<file path="src/rtl/apb_pkg.sv">
// Shared APB slave types: FSM state encoding and transfer error-decode reasons.
package apb_pkg;

    typedef enum logic [1:0] {
        IDLE = 2'd0,
        WAIT = 2'd1,
        ACK  = 2'd2
    } state_t;

    typedef enum logic [1:0] {
        ERR_NONE      = 2'd0,
        ERR_UNALIGNED = 2'd1,
        ERR_RANGE     = 2'd2,
        ERR_READONLY  = 2'd3
    } err_t;

    // Wait-state counter width; covers WAIT_CYC up to 15.
    localparam int unsigned CNTW = 4;

endpackage

</file>
<file path="src/rtl/apb4_mem_slave_if.sv">
// APB4 bus bundle between a master and the memory slave.
interface apb4_mem_slave_if #(
    parameter int unsigned ADDRW = 8,
    parameter int unsigned DATAW = 32
);
    logic [ADDRW-1:0]   paddr;
    logic               psel;
    logic               penable;
    logic               pwrite;
    logic [DATAW-1:0]   pwdata;
    logic [DATAW/8-1:0] pstrb;
    logic [DATAW-1:0]   prdata;
    logic               pready;
    logic               pslverr;

    modport master (
        output paddr, psel, penable, pwrite, pwdata, pstrb,
        input  prdata, pready, pslverr
    );

    modport slave (
        input  paddr, psel, penable, pwrite, pwdata, pstrb,
        output prdata, pready, pslverr
    );
endinterface

</file>
<file path="src/rtl/apb_strb_ram.sv">
// DEPTH x DATAW storage with per-byte write enables, asynchronous read, cleared on reset.
module apb_strb_ram #(
    parameter int unsigned DEPTH = 64,
    parameter int unsigned DATAW = 32,
    parameter int unsigned AW    = (DEPTH > 1) ? $clog2(DEPTH) : 1
) (
    input  logic               clk,
    input  logic               rst_n,
    input  logic               we,
    input  logic [AW-1:0]      addr,
    input  logic [DATAW/8-1:0] strb,
    input  logic [DATAW-1:0]   wdata,
    output logic [DATAW-1:0]   rdata_c
);
    localparam int unsigned STRBW = DATAW / 8;

    logic [DATAW-1:0] mem [DEPTH];

    // Byte-lane write; lanes with a clear strobe keep their old contents.
    always_ff @(posedge clk or negedge rst_n) begin
        if (!rst_n) begin
            for (int i = 0; i < int'(DEPTH); i++) begin
                mem[i] <= '0;
            end
        end else if (we) begin
            for (int b = 0; b < int'(STRBW); b++) begin
                if (strb[b]) begin
                    mem[addr][8*b +: 8] <= wdata[8*b +: 8];
                end
            end
        end
    end

    assign rdata_c = mem[addr];

endmodule

</file>
<file path="src/rtl/apb4_mem_slave.sv">
// APB4 memory slave: setup capture, error decode, programmable wait states and
// byte-strobed writes into an apb_strb_ram.
module apb4_mem_slave
    import apb_pkg::*;
#(
    parameter int unsigned ADDRW    = 8,
    parameter int unsigned DATAW    = 32,
    parameter int unsigned DEPTH    = 64,
    parameter int unsigned WAIT_CYC = 0,
    parameter int unsigned RO_BASE  = DEPTH
) (
    input logic             clk,
    input logic             rst_n,
    apb4_mem_slave_if.slave apb
);
    localparam int unsigned STRBW = DATAW / 8;
    localparam int unsigned OFFW  = $clog2(STRBW);
    localparam int unsigned MEMAW = (DEPTH > 1) ? $clog2(DEPTH) : 1;
    localparam logic [ADDRW-1:0] OFF_MASK = ADDRW'((64'd1 << OFFW) - 64'd1);

    state_t             state, state_nxt;
    logic [CNTW-1:0]    cnt, cnt_nxt;
    logic               pready_q, pready_nxt;
    logic               pslverr_q, pslverr_nxt;
    logic [DATAW-1:0]   prdata_q, prdata_nxt;

    logic [MEMAW-1:0]   cap_idx;
    logic               cap_write;
    logic [DATAW-1:0]   cap_wdata;
    logic [STRBW-1:0]   cap_strb;
    err_t               cap_err;

    logic               setup_c;
    logic               cap_load_c;
    logic               ram_we_c;
    logic [ADDRW-1:0]   word_idx_c;
    err_t               dec_err_c;
    logic [MEMAW-1:0]   ram_addr_c;
    logic [DATAW-1:0]   ram_rdata_c;

    assign setup_c    = apb.psel && !apb.penable;
    assign word_idx_c = apb.paddr >> OFFW;

    // Error decode on the live setup-phase address; the result is captured with it.
    always_comb begin
        dec_err_c = ERR_NONE;
        if ((apb.paddr & OFF_MASK) != '0) begin
            dec_err_c = ERR_UNALIGNED;
        end else if (32'(word_idx_c) >= DEPTH) begin
            dec_err_c = ERR_RANGE;
        end else if (apb.pwrite && (32'(word_idx_c) >= RO_BASE)) begin
            dec_err_c = ERR_READONLY;
        end
    end

    // In IDLE the setup address is being captured this edge, so read through it directly.
    assign ram_addr_c = (state == IDLE) ? MEMAW'(word_idx_c) : cap_idx;

    apb_strb_ram #(
        .DEPTH (DEPTH),
        .DATAW (DATAW),
        .AW    (MEMAW)
    ) u_ram (
        .clk     (clk),
        .rst_n   (rst_n),
        .we      (ram_we_c),
        .addr    (ram_addr_c),
        .strb    (cap_strb),
        .wdata   (cap_wdata),
        .rdata_c (ram_rdata_c)
    );

    // State register plus registered outputs and captured transfer.
    always_ff @(posedge clk or negedge rst_n) begin
        if (!rst_n) begin
            state     <= IDLE;
            cnt       <= '0;
            pready_q  <= 1'b0;
            pslverr_q <= 1'b0;
            prdata_q  <= '0;
            cap_idx   <= '0;
            cap_write <= 1'b0;
            cap_wdata <= '0;
            cap_strb  <= '0;
            cap_err   <= ERR_NONE;
        end else begin
            state     <= state_nxt;
            cnt       <= cnt_nxt;
            pready_q  <= pready_nxt;
            pslverr_q <= pslverr_nxt;
            prdata_q  <= prdata_nxt;
            if (cap_load_c) begin
                cap_idx   <= MEMAW'(word_idx_c);
                cap_write <= apb.pwrite;
                cap_wdata <= apb.pwdata;
                cap_strb  <= apb.pstrb;
                cap_err   <= dec_err_c;
            end
        end
    end

    // Next-state logic; ACK always lasts a single cycle.
    always_comb begin
        state_nxt = state;
        case (state)
            IDLE: begin
                if (setup_c) begin
                    state_nxt = (WAIT_CYC == 0) ? ACK : WAIT;
                end
            end
            WAIT: begin
                if (!apb.psel) begin
                    state_nxt = IDLE;
                end else if (cnt == CNTW'(1)) begin
                    state_nxt = ACK;
                end
            end
            ACK:     state_nxt = IDLE;
            default: state_nxt = IDLE;
        endcase
    end

    // Output and datapath controls; outputs fall back to 0 unless entering ACK.
    always_comb begin
        cnt_nxt     = cnt;
        pready_nxt  = 1'b0;
        pslverr_nxt = 1'b0;
        prdata_nxt  = '0;
        cap_load_c  = 1'b0;
        ram_we_c    = 1'b0;
        case (state)
            IDLE: begin
                if (setup_c) begin
                    cap_load_c = 1'b1;
                    if (WAIT_CYC == 0) begin
                        pready_nxt  = 1'b1;
                        pslverr_nxt = (dec_err_c != ERR_NONE);
                        if (!apb.pwrite && (dec_err_c == ERR_NONE)) begin
                            prdata_nxt = ram_rdata_c;
                        end
                    end else begin
                        cnt_nxt = CNTW'(WAIT_CYC);
                    end
                end
            end
            WAIT: begin
                if (!apb.psel) begin
                    cnt_nxt = '0;
                end else if (cnt == CNTW'(1)) begin
                    cnt_nxt     = '0;
                    pready_nxt  = 1'b1;
                    pslverr_nxt = (cap_err != ERR_NONE);
                    if (!cap_write && (cap_err == ERR_NONE)) begin
                        prdata_nxt = ram_rdata_c;
                    end
                end else begin
                    cnt_nxt = cnt - CNTW'(1);
                end
            end
            ACK: begin
                ram_we_c = apb.psel && apb.penable && cap_write && (cap_err == ERR_NONE);
            end
            default: begin
                cnt_nxt = '0;
            end
        endcase
    end

    assign apb.prdata  = prdata_q;
    assign apb.pready  = pready_q;
    assign apb.pslverr = pslverr_q;

endmodule

</file>
<file path="src/flat_wrapper.sv">
// flat-port wrapper written by rule: the top's interface ports become plain ports
module apb4_mem_slave_flat import apb_pkg::*;
#(
    parameter int unsigned ADDRW    = 8,
    parameter int unsigned DATAW    = 32,
    parameter int unsigned DEPTH    = 64,
    parameter int unsigned WAIT_CYC = 0,
    parameter int unsigned RO_BASE  = DEPTH
)
  (clk, rst_n, apb_paddr, apb_psel, apb_penable, apb_pwrite, apb_pwdata, apb_pstrb, apb_prdata, apb_pready, apb_pslverr);
  apb4_mem_slave_if #(.ADDRW(ADDRW), .DATAW(DATAW)) apb_i ();
  input logic clk;
  input logic rst_n;
  input wire logic [$bits(apb_i.paddr)-1:0] apb_paddr;
  input wire logic [$bits(apb_i.psel)-1:0] apb_psel;
  input wire logic [$bits(apb_i.penable)-1:0] apb_penable;
  input wire logic [$bits(apb_i.pwrite)-1:0] apb_pwrite;
  input wire logic [$bits(apb_i.pwdata)-1:0] apb_pwdata;
  input wire logic [$bits(apb_i.pstrb)-1:0] apb_pstrb;
  output wire logic [$bits(apb_i.prdata)-1:0] apb_prdata;
  output wire logic [$bits(apb_i.pready)-1:0] apb_pready;
  output wire logic [$bits(apb_i.pslverr)-1:0] apb_pslverr;
  assign apb_i.paddr = apb_paddr;
  assign apb_i.psel = apb_psel;
  assign apb_i.penable = apb_penable;
  assign apb_i.pwrite = apb_pwrite;
  assign apb_i.pwdata = apb_pwdata;
  assign apb_i.pstrb = apb_pstrb;
  assign apb_prdata = apb_i.prdata;
  assign apb_pready = apb_i.pready;
  assign apb_pslverr = apb_i.pslverr;
  apb4_mem_slave #(.ADDRW(ADDRW), .DATAW(DATAW), .DEPTH(DEPTH), .WAIT_CYC(WAIT_CYC), .RO_BASE(RO_BASE)) u_core (.clk(clk), .rst_n(rst_n), .apb(apb_i));
endmodule
</file>
<file path="config.mk">
export PLATFORM = sky130hd
export DESIGN_NAME = apb4_mem_slave_flat
export DESIGN_NICKNAME = d
export VERILOG_FILES = /design/src/rtl/apb_pkg.sv /design/src/rtl/apb4_mem_slave_if.sv /design/src/rtl/apb_strb_ram.sv /design/src/rtl/apb4_mem_slave.sv /design/src/flat_wrapper.sv
export SDC_FILE = /design/constraint.sdc
export NUM_CORES = 2
export LEC_CHECK = 0
export ABC_AREA = 1
export CORE_MARGIN = 3
export CORE_UTILIZATION = 46
export DETAILED_ROUTE_END_ITERATION = 8
export HOLD_SLACK_MARGIN = 0.05
export PLACE_DENSITY_LB_ADDON = 0.05
export SYNTH_ARGS = -nofsm -noshare
export SYNTH_HDL_FRONTEND = slang
export SYNTH_SLANG_ARGS = --single-unit
</file>
<file path="constraint.sdc">
create_clock -name clk -period 2.4 [get_ports clk]
set_clock_uncertainty 0.1 [all_clocks]
set_input_delay 0.24 -clock clk [delete_from_list [all_inputs] [get_ports clk]]
set_output_delay 0.24 -clock clk [all_outputs]
set_load 0.05 [all_outputs]
</file>
### Yosys cells after proc, flatten, opt, wreduce, memory -nomap -nowiden

Cells that the tools add are included.

| word-level totals | value |
|---|---|
| memories | 0 |
| bits of input ports | 49 |
| bits in writable memories | 0 |
| bits in read-only memories | 0 |
| bits in latches | 0 |
| bits in registers | 2133 |
| word-level logic and storage cells | 152 |
| output and inout port bits | 34 |

| cells by class | value |
|---|---|
| $add $sub $neg | 1 |
| bitwise operators | 1 |
| equal/unequal tests | 5 |
| div/mod/pow operators | 0 |
| multiplexer cells | 49 |
| multiply operators | 0 |
| shifts and indexed selects | 0 |
| magnitude comparators | 3 |
| reduce and logical (&&, ||, !) cells | 19 |

Operators by type and width:

| operator | count |
|---|---|
| 2-to-1 mux 2048 bit | 7 |
| bitwise mux 2048 bit | 4 |
| demux 32 bit (select 6 bit) | 4 |
| 2-to-1 mux 32 bit | 8 |
| binary-select mux 32 bit (select 6 bit) | 1 |
| case mux 32 bit (2 select lines) | 1 |
| 2-to-1 mux 24 bit | 1 |
| 2-to-1 mux 16 bit | 1 |
| 2-to-1 mux 2 bit | 6 |
| logical AND 1 bit | 8 |
| 2-to-1 mux 1 bit | 8 |
| 2-to-1 mux 4 bit | 2 |
| 2-to-1 mux 8 bit | 1 |
| case mux 4 bit (2 select lines) | 1 |
| nonzero test 8 bit | 1 |
| >= comparator 6 x 7 -> 1 bit (second input constant) | 1 |
| >= comparator 7 bit (second input constant) | 1 |
| < comparator 7 x 1 -> 1 bit (second input constant) | 1 |
| inverter 6 -> 7 bit | 1 |
| zero test 2 bit | 3 |
| 2-to-1 mux 6 bit | 1 |
| == test 4 x 1 -> 1 bit (second input constant) | 1 |
| case mux 1 bit (2 select lines) | 2 |
| case mux 2 bit (2 select lines) | 1 |
| 9 further kinds | 12 |

### Depth between registers and ports, before layout

| logic depth | value |
|---|---|
| word-level depth | 18 |
| mapped depth | 17 |
| gate-level depth less buffers | 14 |

### By module

Synthesis repeated with hierarchy kept, for this count alone.

| second synthesis, totals | value |
|---|---|
| cells, all modules | 13600 |
| area total of the unflattened synthesis | 99763.2 um^2 |

Modules (own cells, without submodules):

| module | seq. area each (um^2) | area each (um^2) | cells an instance | times used |
|---|---|---|---|---|
| apb_strb_ram | 51249.2 | 96600.1 | 13264 | 1 |
| apb4_mem_slave | 1976.9 | 3163.0 | 336 | 1 |

### Worst setup path before layout

Ideal clock, no wire load.

| timing | value |
|---|---|
| path kind | flip-flop to flip-flop |
| start | reg u_core.state[1] |
| end | reg u_core.prdata_q[0], in the netlist u_core.apb.prdata[0] |
| library setup time | 0.115 ns |
| path buffers | 4 |
| data required time | 2.185 ns |
| period minus slack after synthesis | 2.331 ns |
| path slack | 0.069 ns |
| cell stages (with the launch flop) | 15 |
| arrival time | 2.116 ns |
| cells stage by stage | dfrtp_1 -> buf_4 -> nand2_1 -> nand2_1 -> clkbuf_1 -> nor2_1 -> clkbuf_1 -> clkbuf_1 -> nand3_1 -> nand2_1 -> nor2_1 -> nor2_1 -> nor2_1 -> nand3_1 -> nor2_1 |

| on the way | value |
|---|---|
| longest elaborated chain between the ends | 10 |
| elaborated cells between the ends (all ways) | 13 |
| classes of those cells | 1 x eq/ne; 10 x mux; 1 x bitwise; 1 x reduce/logical |

Ends and longest elaborated chain:

| what | RTL line | RTL |
|---|---|---|
| from (decl) | apb4_mem_slave.sv:21 | `state_t state, state_nxt;` |
| from (signal assigned) | apb4_mem_slave.sv:87 | `state <= state_nxt;` |
| zero test 2 bit | apb4_mem_slave.sv:57, apb4_mem_slave.sv:131 |  |
| 2-to-1 mux 6 bit | apb4_mem_slave.sv:57 | `assign ram_addr_c = (state == IDLE) ? MEMAW'(word_idx_c) : cap_idx;` |
| inverter 6 -> 7 bit (not written as such) | apb_strb_ram.sv:34 | `assign rdata_c = mem[addr];` |
| binary-select mux 32 bit (select 6 bit) | apb_strb_ram.sv:34 |  |
| 2-to-1 mux 32 bit (not written as such) (2 in series) | apb_strb_ram.sv:34 |  |
| 2-to-1 mux 32 bit | apb4_mem_slave.sv:153 | `if (!cap_write && (cap_err == ERR_NONE)) begin` |
| 2-to-1 mux 32 bit | apb4_mem_slave.sv:149 | `end else if (cnt == CNTW'(1)) begin` |
| 2-to-1 mux 32 bit | apb4_mem_slave.sv:147 | `if (!apb.psel) begin` |
| case mux 32 bit (2 select lines) (*) | apb4_mem_slave.sv:131 | `case (state)` |
| net u_core.prdata_nxt[0] | apb4_mem_slave.sv:25 | `logic [DATAW-1:0] prdata_q, prdata_nxt;` |
| to (signal assigned) | apb4_mem_slave.sv:91 | `prdata_q <= prdata_nxt;` |
| to (decl) | apb4_mem_slave.sv:25 |  |

The timed path passes the listed nets; every way through them passes the cells marked *. The select of a mux whose other input is x is not followed.
A chain may end at the register's enable or synchronous reset.

### Worst setup path after layout

| timing | value |
|---|---|
| start | reg u_core.state[1] |
| end | reg u_core.prdata_q[5], in the netlist u_core.apb.prdata[5] |

The elaborated chain is that of the path after synthesis.

==> metrics.yaml <==
yosysMostFrequentCell: "nand2_1"
clock_latency_ns: 0.88
report.final.slew_viol_count: 0
final.period_utilization_pct: 109
numCtsBuffers: 228
setup_tns_ns: -130.88
cts_tree: "done"
start_util_pct: 46.5
rsz0062_at_grt: "yes"
synth_top_area_cell: "dfrtp_1"
worstMarginPinSlew_ns: 0.700
synth_nets: 12756
clock_sinks: 2127
yosys-top-cells-area: "dfrtp_1 (54%), nand2_1 (20%), o21ai_0 (12%), nand3_1 (4.1%), clkbuf_1 (2.7%)"
max_freq_ghz: 0.384
die_h_um: 467
worstSetupStartpointType: "flip-flop"
fin_cells: 16281
ios: 83
slew_headroom_pct: 53.3
avgSynthCellArea_um2: 7.69
final_core_util_pct: 58.3
syn-instance-count: 12707
cp-end-kind: "flip-flop"
synth_compound_area_share_pct: 12.8
synth_cell_types: 24
syn_area_mm2: 0.0977
htreeDepth: 4
status: "finished with violations"
ys_async_sr_fraction_pct: 100
finalSetupViolCount: 1864
arrival_ns: 3.26
drc: 0
ant_nets: 0
peakVddDrop_v: 0.000966
core_area_mm2: 0.210
cts-root-buf: "clkbuf_16"
drt_first_iter_violations: 9271
synth_commonest_cells: "nand2_1 (5110), o21ai_0 (2255), dfrtp_1 (2127), nand3_1 (809), clkbuf_1 (708)"
worst_slack_ns: -0.205
worstPathRequired_ns: 3.06
clockBufferDepth: 3
min_period_ns: 2.60
vias: 88872
firstDrtPassIters: 9
synth_warnings: 0
grt.overflow.total: 0
muxShareOfSynthArea_pct: 0
grt_pass1_wl_um: 538000
antenna_found_initial: 12
grt_pass1_vias: 85711
path_max_fanout: 10
preCtsSetupSlack_ns: -0.824
yosysTopAreaCellShare_pct: 54.5
path_clk_slew_ns: 0.06
synth-simple-area-share_pct: 26.7
synth_seq_cells: 2127
routed_via_density: 5.46
hold_ws_ns: 0.149
seq_area_frac_synth_pct: 54.5
cap_viol_max_count: 0
port_buffers: 82
synth_flop_cell: "dfrtp_1"
drive_gt1_share_pct: 14.4
rows: 168
critPathKind: "reg2reg"
design_area_mm2: 0.123
place_hpwl_um: 213000
synth_xor_xnor_area_share_pct: 0
p_total_mw: 87.0
nets: 13331
grt_max_degree: 92
post_dp_cell_area_mm2: 0.108
hold_class: "in2async"
synth_edf_count: 0
p_leak_nw: 56.4
syn_to_final_growth_pct: 25.6
drt_wl_total_um: 353000
synth_top_family_by_area: "simple AND/OR/NAND/NOR gates"
synth_adder_area_share_pct: 0
placed_cells: 15582
die_w_um: 467
cellPowerDensity_mw_per_mm2: 709
wl_per_cell_um: 21.7
violations: "setup timing"
finalHoldViolations: 0
fp.dieArea_mm2: 0.218
grt.total_usage_pct: 32.0
gp_congestion: 0.863
## kinds of logic after synthesis
group | after synthesis
buf+inv | 1506
simple gates | 6579
flops | 2127
compound gates | 2495
## placed cells by master, fill, tap and decap left out, types with 13 or more instances in the layout
cell / n
buf_6: 124
clkinv_2: 36
nand3_2: 56
buf_12: 236
inv_2: 38
a21oi_1: 16
dfrtp_1: 2118
bufbuf_16: 19
dlygate4sd2_1: 17
nand3_4: 29
buf_4: 685
bufinv_16: 17
o21ai_2: 28
clkdlybuf4s50_1: 55
inv_1: 504
nand2_4: 22
clkbuf_16: 241
dlygate4sd3_1: 35
nor2_1: 501
nand3_1: 740
clkbuf_1: 52
buf_8: 35
o21ai_0: 2120
nor2_2: 34
nor2_4: 15
nand4_1: 48
buf_16: 80
a21oi_2: 13
clkbuf_8: 67
o21ai_1: 310
nand2_1: 4982
nand2_2: 103
nand3b_1: 27
## routing by layer
metal	vias to the layer above	routed length [um]	GRT usage, %
li1	41818	-	-
met1	43450	154000	44.6
met2	2985	164000	51.3
met5	-	41	0
met3	613	21200	4.31
met4	6	13900	11.9
## cell type report
| cell class | count | area (um^2) |
|---|---|---|
| well taps | 2805 | 3510 |
| clock inverters | 72 | 867 |
| clock buffers | 349 | 6870 |
| flip-flops and latches | 2127 | 53200 |
| fillers | 19122 | 87700 |
| diodes | 3 | 7.51 |
| repair buffers | 1303 | 16000 |
| multi-input cells | 9075 | 40200 |
| inverters | 547 | 2080 |
## repair_timing
action                                  4_1_cts  5_1_grt
resized for setup                           653      223
endpoints found under the hold margin      2144        0
buffers inserted                            121       22
pin swaps                                   101       60
gates cloned                                 87       17
hold buffers                                 36        0
endpoints found under the setup margin     2048     2090
## registers in the layout, summed over array words and instances, names as in the netlist
register / count
u_core.cap_wdata: 32
u_core.u_ram.mem: 2048
u_core.cap_write: 1
u_core.apb.pslverr: 1
u_core.state: 1
u_core.cap_idx: 6
u_core.cap_strb: 4
u_core.apb.prdata: 32
u_core.cap_err: 1
u_core.apb.pready: 1
## power by group
group | internal, mW | leakage [nW] | switching [mW]
Sequential | 36.2 | 29.6 | 0.265
Combinational | 4.62 | 23.0 | 9.38
Clock | 21.4 | 3.82 | 15.1
Total | 62.3 | 56.4 | 24.7
## path summary, 6_finish.rpt
kind	startpoint	endpoint	slack (ns)	cells after the start
worst min register to register	u_core.u_ram.mem[957]	u_core.u_ram.mem[957]	0.38	2
max in group asynchronous	rst_n	u_core.u_ram.mem[888]	1.32	4
worst min-delay path	rst_n	u_core.u_ram.mem[1011]	0.15	3
worst max-delay path	u_core.state[1]	u_core.apb.prdata[5]	-0.20	15
min in group clk	apb_pwdata[6]	u_core.cap_wdata[6]	0.17	3
worst max register to register	u_core.state[1]	u_core.apb.prdata[5]	-0.20	15
## worst max-delay path, cell delays in order (launching register included)
cell     delay, ns
dfrtp_2       0.44
buf_6         0.16
buf_4         0.14
o21ai_2       0.13
buf_6         0.15
inv_2         0.07
buf_4         0.14
nor3_4        0.20
buf_8         0.14
buf_12        0.13
buf_16        0.13
buf_12        0.14
nand2_1       0.08
nand4_1       0.12
nor2_4        0.05
buf_4         0.15
(Power assumes the default switching activity.)
